--- src/rtl/audio_pkg.sv ---
// audio_pkg: shared widths, gain constants and types for the audio gain path
package audio_pkg;
    localparam int DATA_W    = 16;
    localparam int GAIN_W    = 8;
    localparam int GAIN_FRAC = 7;
    localparam logic [GAIN_W-1:0] GAIN_ZERO  = 8'h00;
    localparam logic [GAIN_W-1:0] GAIN_UNITY = 8'h80;
    localparam logic [GAIN_W-1:0] GAIN_MAX   = 8'hE0;
    typedef logic signed [DATA_W-1:0] sample_t;
    typedef logic [GAIN_W-1:0] gain_t;
    typedef enum logic [1:0] {HOLD, UP, DOWN} ramp_dir_t;
endpackage

--- src/rtl/gain_ramp.sv ---
// gain_ramp: slews the applied gain toward the target by a fixed step per accepted sample, never overshooting
module gain_ramp
    import audio_pkg::*;
#(
    parameter int GAIN_W    = audio_pkg::GAIN_W,
    parameter int RAMP_STEP = 4
) (
    input  logic              clk,
    input  logic              rst,
    input  logic [GAIN_W-1:0] gain_tgt,
    input  logic              step_en,
    output logic [GAIN_W-1:0] gain_cur
);
    localparam logic [GAIN_W-1:0] STEP = GAIN_W'(RAMP_STEP);
    ramp_dir_t         dir;
    logic [GAIN_W-1:0] gain_nxt;
    // pick direction and clamp the step to the remaining distance so the gain never wraps
    always_comb begin
        dir      = gain_cur < gain_tgt ? UP : gain_cur > gain_tgt ? DOWN : HOLD;
        gain_nxt = dir == UP   ? (gain_tgt - gain_cur <= STEP ? gain_tgt : gain_cur + STEP) :
                   dir == DOWN ? (gain_cur - gain_tgt <= STEP ? gain_tgt : gain_cur - STEP) :
                   gain_cur;
    end
    // gain register: starts muted and moves only when a sample is accepted
    always_ff @(posedge clk) begin
        if (rst) gain_cur <= GAIN_W'(GAIN_ZERO);
        else if (step_en) gain_cur <= gain_nxt;
    end
endmodule

--- src/rtl/gain_apply.sv ---
// gain_apply: ramped Q1.7 gain applied to a signed sample stream with rounding, saturation and clip counting
module gain_apply #(
    parameter int DATA_W     = audio_pkg::DATA_W,
    parameter int GAIN_W     = audio_pkg::GAIN_W,
    parameter int GAIN_FRAC  = audio_pkg::GAIN_FRAC,
    parameter int RAMP_STEP  = 4,
    parameter int CLIP_CNT_W = 16
) (
    input  logic                     clk,
    input  logic                     rst,
    input  logic [GAIN_W-1:0]        gain_tgt,
    input  logic signed [DATA_W-1:0] in_data,
    input  logic                     in_valid,
    output logic                     in_ready,
    output logic [DATA_W-1:0]        out_data,
    output logic                     out_valid,
    input  logic                     out_ready,
    output logic                     out_clip,
    output logic                     ramping,
    output logic [CLIP_CNT_W-1:0]    clip_cnt,
    input  logic                     clr_clip
);
    localparam int PROD_W = DATA_W + GAIN_W + 1;
    localparam int R_W    = PROD_W - GAIN_FRAC + 1;
    localparam logic signed [R_W-1:0] MAX_P = {{(R_W-DATA_W+1){1'b0}}, {(DATA_W-1){1'b1}}};
    localparam logic signed [R_W-1:0] MIN_N = ~MAX_P;
    localparam logic signed [PROD_W:0] HALF = (PROD_W+1)'(1) << (GAIN_FRAC-1);
    logic                     advance;
    logic [GAIN_W-1:0]        gain_cur;
    logic                     p1_valid;
    logic signed [PROD_W-1:0] p1_prod;
    logic signed [PROD_W:0]   rounded;
    logic signed [R_W-1:0]    r;
    logic                     hi;
    logic                     lo;
    logic [DATA_W-1:0]        sat_data;
    assign advance  = !out_valid || out_ready;
    assign in_ready = advance;
    assign ramping  = gain_cur != gain_tgt;
    gain_ramp #(.GAIN_W(GAIN_W), .RAMP_STEP(RAMP_STEP)) u_ramp (
        .clk      (clk),
        .rst      (rst),
        .gain_tgt (gain_tgt),
        .step_en  (in_valid && advance),
        .gain_cur (gain_cur)
    );
    // round half toward +inf, then clamp to the sample range
    always_comb begin
        rounded  = {p1_prod[PROD_W-1], p1_prod} + HALF;
        r        = $signed(rounded[PROD_W:GAIN_FRAC]);
        hi       = r > MAX_P;
        lo       = r < MIN_N;
        sat_data = hi ? {1'b0, {(DATA_W-1){1'b1}}} : lo ? {1'b1, {(DATA_W-1){1'b0}}} : r[DATA_W-1:0];
    end
    // two-stage pipe advancing in lockstep; output holds while downstream stalls
    always_ff @(posedge clk) begin
        if (rst) begin
            p1_valid  <= 1'b0;
            p1_prod   <= '0;
            out_valid <= 1'b0;
            out_data  <= '0;
            out_clip  <= 1'b0;
        end else if (advance) begin
            p1_valid  <= in_valid;
            p1_prod   <= $signed(in_data) * $signed({1'b0, gain_cur});
            out_valid <= p1_valid;
            out_data  <= sat_data;
            out_clip  <= hi || lo;
        end
    end
    // saturating count of clipped samples actually handed downstream; clear wins over increment
    always_ff @(posedge clk) begin
        if (rst || clr_clip) clip_cnt <= '0;
        else if (out_valid && out_ready && out_clip && !(&clip_cnt)) clip_cnt <= clip_cnt + 1'b1;
    end
endmodule

--- config.mk ---
export PLATFORM = sky130hd
export DESIGN_NAME = gain_apply
export DESIGN_NICKNAME = d
export VERILOG_FILES = /design/src/rtl/audio_pkg.sv /design/src/rtl/gain_ramp.sv /design/src/rtl/gain_apply.sv
export SDC_FILE = /design/constraint.sdc
export NUM_CORES = 1
export LEC_CHECK = 0
export ABC_AREA = 1
export CAP_MARGIN = 20
export CORE_ASPECT_RATIO = 1.1
export CORE_UTILIZATION = 60
export CTS_BUF_LIST = sky130_fd_sc_hd__clkbuf_16
export CTS_CLUSTER_DIAMETER = 150
export DETAILED_ROUTE_END_ITERATION = 12
export PLACE_DENSITY = 0.85
export SETUP_SLACK_MARGIN = 0.4
export SLEW_MARGIN = 25
export SYNTH_ARGS = -nofsm -noshare
export SYNTH_HDL_FRONTEND = slang
export SYNTH_SLANG_ARGS = --single-unit
export TNS_END_PERCENT = 10
--- constraint.sdc ---
create_clock -name clk -period 6.2 [get_ports clk]
set_input_delay 0.93 -clock clk [delete_from_list [all_inputs] [get_ports clk]]
set_output_delay 0.93 -clock clk [all_outputs]
set_load 0.05 [all_outputs]
==> summary.md <==
| Metric | Value |
|---|---|
| WP data required | 6.47 ns |
| Actual transition at the worst max-transition pin | 0.958 ns |
| End of the worst register-to-register path | p1_prod[21]$_SDFFE_PP0N_ |
| Crit path max fanout | 8 |
| Post_cts resized | 0 |
| Fillers | 1,360 |
| Finish-stage setup viols | 0 |
| Setup Fix Bufs, Post-CTS | 0 |
| Synth-to-layout area growth | 11.0% |
| Most common library cells after synthesis | sky130_fd_sc_hd__inv_1 (367), sky130_fd_sc_hd__nand2_1 (338), sky130_fd_sc_hd__fa_1 (101) |
| Total count of max-transition violations in the final report | 0 |
| Max H-tree Level | 3 |
| Initial antenna violation count | 0 |
| First-pass GRT wire length | 37,100 um |
| Full die area | 15,900 um2 |
| Most numerous cell in the Yosys netlist | sky130_fd_sc_hd__inv_1 |
| Yosys synthesis warning count | 0 |
| Library cell used as clock root buffer | sky130_fd_sc_hd__clkbuf_16 |
| Floorplan Core Area | 15,100 um2 |
| Maxcap violations | 0 |
| Leading register cell type out of synthesis | sky130_fd_sc_hd__dfxtp_1 |
| Antenna-violating nets left | 0 |
| Syn nets | 1,572 |
| Via count | 8,417 |
| Final antenna diode count | 0 |
| Final routed DRC violation total | 0 |
| 1st-iter DRT viols | 538 |
| PD cells | 297 nW/um2 |
| Via density per instance | 5.23 |
| Largest net degree at the start of global routing | 43 |
| Avg Synthesized Cell Area | 6.71 um2 |
| CTS buffer count | 9 |
| Leakage | 5.75 nW |
| Unrepaired setup endpoints after global routing | false |
| Post-detailed-placement half-perimeter wirelength | 17,200 um |
| Number of rows created at floorplan | 47 |
| CP Launch Point | in_data[15] |
| Mean routed wirelength per cell | 13.3 um |
| CP Capture Type | flip-flop |
| Synth Cell Area | 9240 um2 |
| Total Routing Usage GR | 0.286 |
| Total wire length after detailed routing | 21,400 um |
| TritonCTS Sinks | 62 |
| Final hold viol count | 0 |
| Cell accounting for the most synthesized area | sky130_fd_sc_hd__fa_1 |
| Overall die height | 132 um |
| Reg2reg start | u_ramp.gain_cur[5]$_SDFFE_PP0P_ |
| Flip-flop and latch count after synthesis | 62 |
| Type of the worst setup path | in -> reg |
| Share of the synthesized area in the top cell type | 0.219 |
| CTS hold repair buffers | 0 |
| Share of post-route cells with drive strength above 1 | 0.0403 |
| Vias in the first global route | 8,554 |
| Main area contributors after synthesis | sky130_fd_sc_hd__fa_1 (22%), sky130_fd_sc_hd__inv_1 (15%), sky130_fd_sc_hd__nand2_1 (14%), sky130_fd_sc_hd__dfxtp_1 (13%), sky130_fd_sc_hd__ha_1 (8.8%) |
| Cells after synthesis | 1,377 |
| Global-route met2 utilization | 0.539 |
| Clk_skew | 0.0109 ns |
| Arrival time of the worst setup path | 5.71 ns |
| Startpoint kind of the worst setup timing path | input pin |
| Max-slew headroom at the worst pin | 0.361 |
| Logic depth of the worst register-to-register path | 19 |
| GR met1 Demand/Resource | 0.322 |
| I/O pin count | 65 |
| HP Class | reg -> reg |
| Critical path capture point | p1_prod[21]$_SDFFE_PP0N_ |
| Yosys cell types | 42 |
| Starting utilization of the core area | 0.614 |
| Number of buffers added on ports | 64 |
| Setup slack on the worst flop-to-flop path | 1.01 ns |
| Sequential fraction of the synthesis area | 0.134 |
| Bufs on Longest Clock Path | 2 |
| Number of enable flip-flop cells after synthesis | 0 |
| Peak Freq | 0.184 GHz |
| Setup total negative slack | 0 ns |
| Shortest clock period the worst path allows after layout | 5.44 ns |
| Proportion of register bits with asynchronous set or reset after synthesis | 0 |
| Total Nets Final | 1,605 |
| Met3 routing resource usage after global routing | 0.0337 |
| TritonCTS clock tree | done |
| Total grt overflow | 0 |
| Width of the die | 120 um |
| Final Wtd Congestion | 0.943 |
| Highest ir drop seen on vdd | 0.176 mV |
| Iteration count of the initial detailed-routing pass | 5 |
| Busiest layer in global routing | met2 |
| Final Cycle Share | 0.878 |
| Finished Core Util | 0.681 |
| Result of the run | finished clean |
| Source-to-sink clock delay at the later pin of the worst-skew pair | 0.33 ns |
| Clock-pin slew of the registers on the worst-case setup and hold paths | 0.05 ns |
==> per-layer routing <==
metal	part of all wire	routed length, um
met4	0.029	630
met3	0.037	781
met5	0	0
met2	0.53	11300
met1	0.40	8650
==> critical path, cell delays in order <==
cell and delay, ns:
sky130_fd_sc_hd__clkdlybuf4s50_1 0.53, sky130_fd_sc_hd__nand2_1 0.17, sky130_fd_sc_hd__inv_1 0.10, sky130_fd_sc_hd__fa_1 0.59
sky130_fd_sc_hd__inv_1 0.12, sky130_fd_sc_hd__fa_1 0.54, sky130_fd_sc_hd__inv_1 0.05, sky130_fd_sc_hd__fa_1 0.52
sky130_fd_sc_hd__inv_1 0.05, sky130_fd_sc_hd__fa_1 0.52, sky130_fd_sc_hd__inv_1 0.04, sky130_fd_sc_hd__ha_1 0.37
sky130_fd_sc_hd__nand2_1 0.14, sky130_fd_sc_hd__nor3_1 0.37, sky130_fd_sc_hd__nand4_1 0.20, sky130_fd_sc_hd__nand3_1 0.15
sky130_fd_sc_hd__a21oi_1 0.07, sky130_fd_sc_hd__o21ai_0 0.08, sky130_fd_sc_hd__nand3_1 0.09, sky130_fd_sc_hd__inv_1 0.08
==> cell type report <==
class / count / area [um2] / share of cell area
Multi-Input combinational cell: 898 / 6400 / 0.624
Clock buffer: 9 / 225 / 0.0220
Inverter: 371 / 1390 / 0.136
Timing Repair Buffer: 68 / 671 / 0.0654
Clock inverter: 6 / 78.8 / 0.00769
Tap cell: 196 / 245 / 0.0239
Sequential cell: 62 / 1240 / 0.121
==> through the flow <==
stage	setup WS (ns)	cells	area [um2]	hold WS [ns]	power (mW)
2_1_floorplan	1.23	1377	9240	0.441	2.06
3_3_place_gp	0.595	1595	9950	0.457	2.47
3_5_place_dp	0.532	1595	9950	0.472	2.52
4_1_cts	0.768	1610	10300	0.479	3.05
5_1_grt	0.412	1610	10300	0.507	3.33
6_report	0.756	1610	10300	0.475	3.04
==> worst min-delay path by stage <==
stage,from,endpoint,cells past startpoint
2_1_floorplan,p1_valid$_SDFFE_PP0N_,out_valid$_SDFFE_PP0N_,2
3_3_place_gp,p1_valid$_SDFFE_PP0N_,p1_valid$_SDFFE_PP0N_,2
3_5_place_dp,p1_valid$_SDFFE_PP0N_,p1_valid$_SDFFE_PP0N_,2
4_1_cts,p1_valid$_SDFFE_PP0N_,p1_valid$_SDFFE_PP0N_,2
5_1_grt,clip_cnt[15]$_SDFFE_PP0P_,clip_cnt[15]$_SDFFE_PP0P_,2
6_report,p1_valid$_SDFFE_PP0N_,p1_valid$_SDFFE_PP0N_,2
==> cells in the final DEF (no fill, tap or decap), types with 2 or more instances in the layout <==
cell	synthesis	routed
sky130_fd_sc_hd__nand2_2	5	5
sky130_fd_sc_hd__nor2_1	59	59
sky130_fd_sc_hd__a211oi_1	3	3
sky130_fd_sc_hd__o211ai_1	5	5
sky130_fd_sc_hd__nor2_4	3	3
sky130_fd_sc_hd__a21o_1	5	5
sky130_fd_sc_hd__nor4_1	3	3
sky130_fd_sc_hd__xor2_1	27	27
sky130_fd_sc_hd__fa_1	101	101
sky130_fd_sc_hd__a21oi_1	56	56
sky130_fd_sc_hd__inv_1	367	367
sky130_fd_sc_hd__dfxtp_1	62	62
sky130_fd_sc_hd__nand2_1	338	338
sky130_fd_sc_hd__ha_1	65	65
sky130_fd_sc_hd__nand3_1	85	85
sky130_fd_sc_hd__o21ai_0	54	54
sky130_fd_sc_hd__buf_4	1	4
sky130_fd_sc_hd__nand3_2	4	4
sky130_fd_sc_hd__o21bai_1	10	10
sky130_fd_sc_hd__nand4_1	15	15
sky130_fd_sc_hd__clkdlybuf4s50_1	0	64
sky130_fd_sc_hd__bufinv_16	0	2
sky130_fd_sc_hd__nor3_1	23	23
sky130_fd_sc_hd__xnor2_1	11	11
sky130_fd_sc_hd__nor3_2	2	2
sky130_fd_sc_hd__a21oi_2	12	12
sky130_fd_sc_hd__or2_2	2	2
sky130_fd_sc_hd__clkinv_2	0	3
sky130_fd_sc_hd__inv_2	4	4
sky130_fd_sc_hd__clkbuf_16	0	9
==> report_power, final <==
| part | total [mW] | leakage (nW) | switching (mW) | internal, mW |
|---|---|---|---|---|
| sequential | 0.617 | 0.511 | 0.115 | 0.503 |
| clock | 0.521 | 0.156 | 0.176 | 0.345 |
| combinational | 1.90 | 5.08 | 1.22 | 0.683 |
| total | 3.04 | 5.75 | 1.51 | 1.53 |
==> sequential cells by signal, summed over array words and instances (netlist names) <==
signal and cells:
p1_valid 1, p1_prod 19, out_clip 1, out_valid 1, clip_cnt 16, out_data 16, u_ramp.gain_cur 8
==> cells by family (layout without fill, tap and decap cells) <==
family,count (synthesis),count (layout),synth area share
compound gates,149,149,0.0947
xor+xnor,39,39,0.0378
fa+ha+maj,166,166,0.307
buf+inv,417,454,0.173
flops,62,62,0.134
simple gates,544,544,0.253
Note: power is estimated with default switching activity, not from simulation.
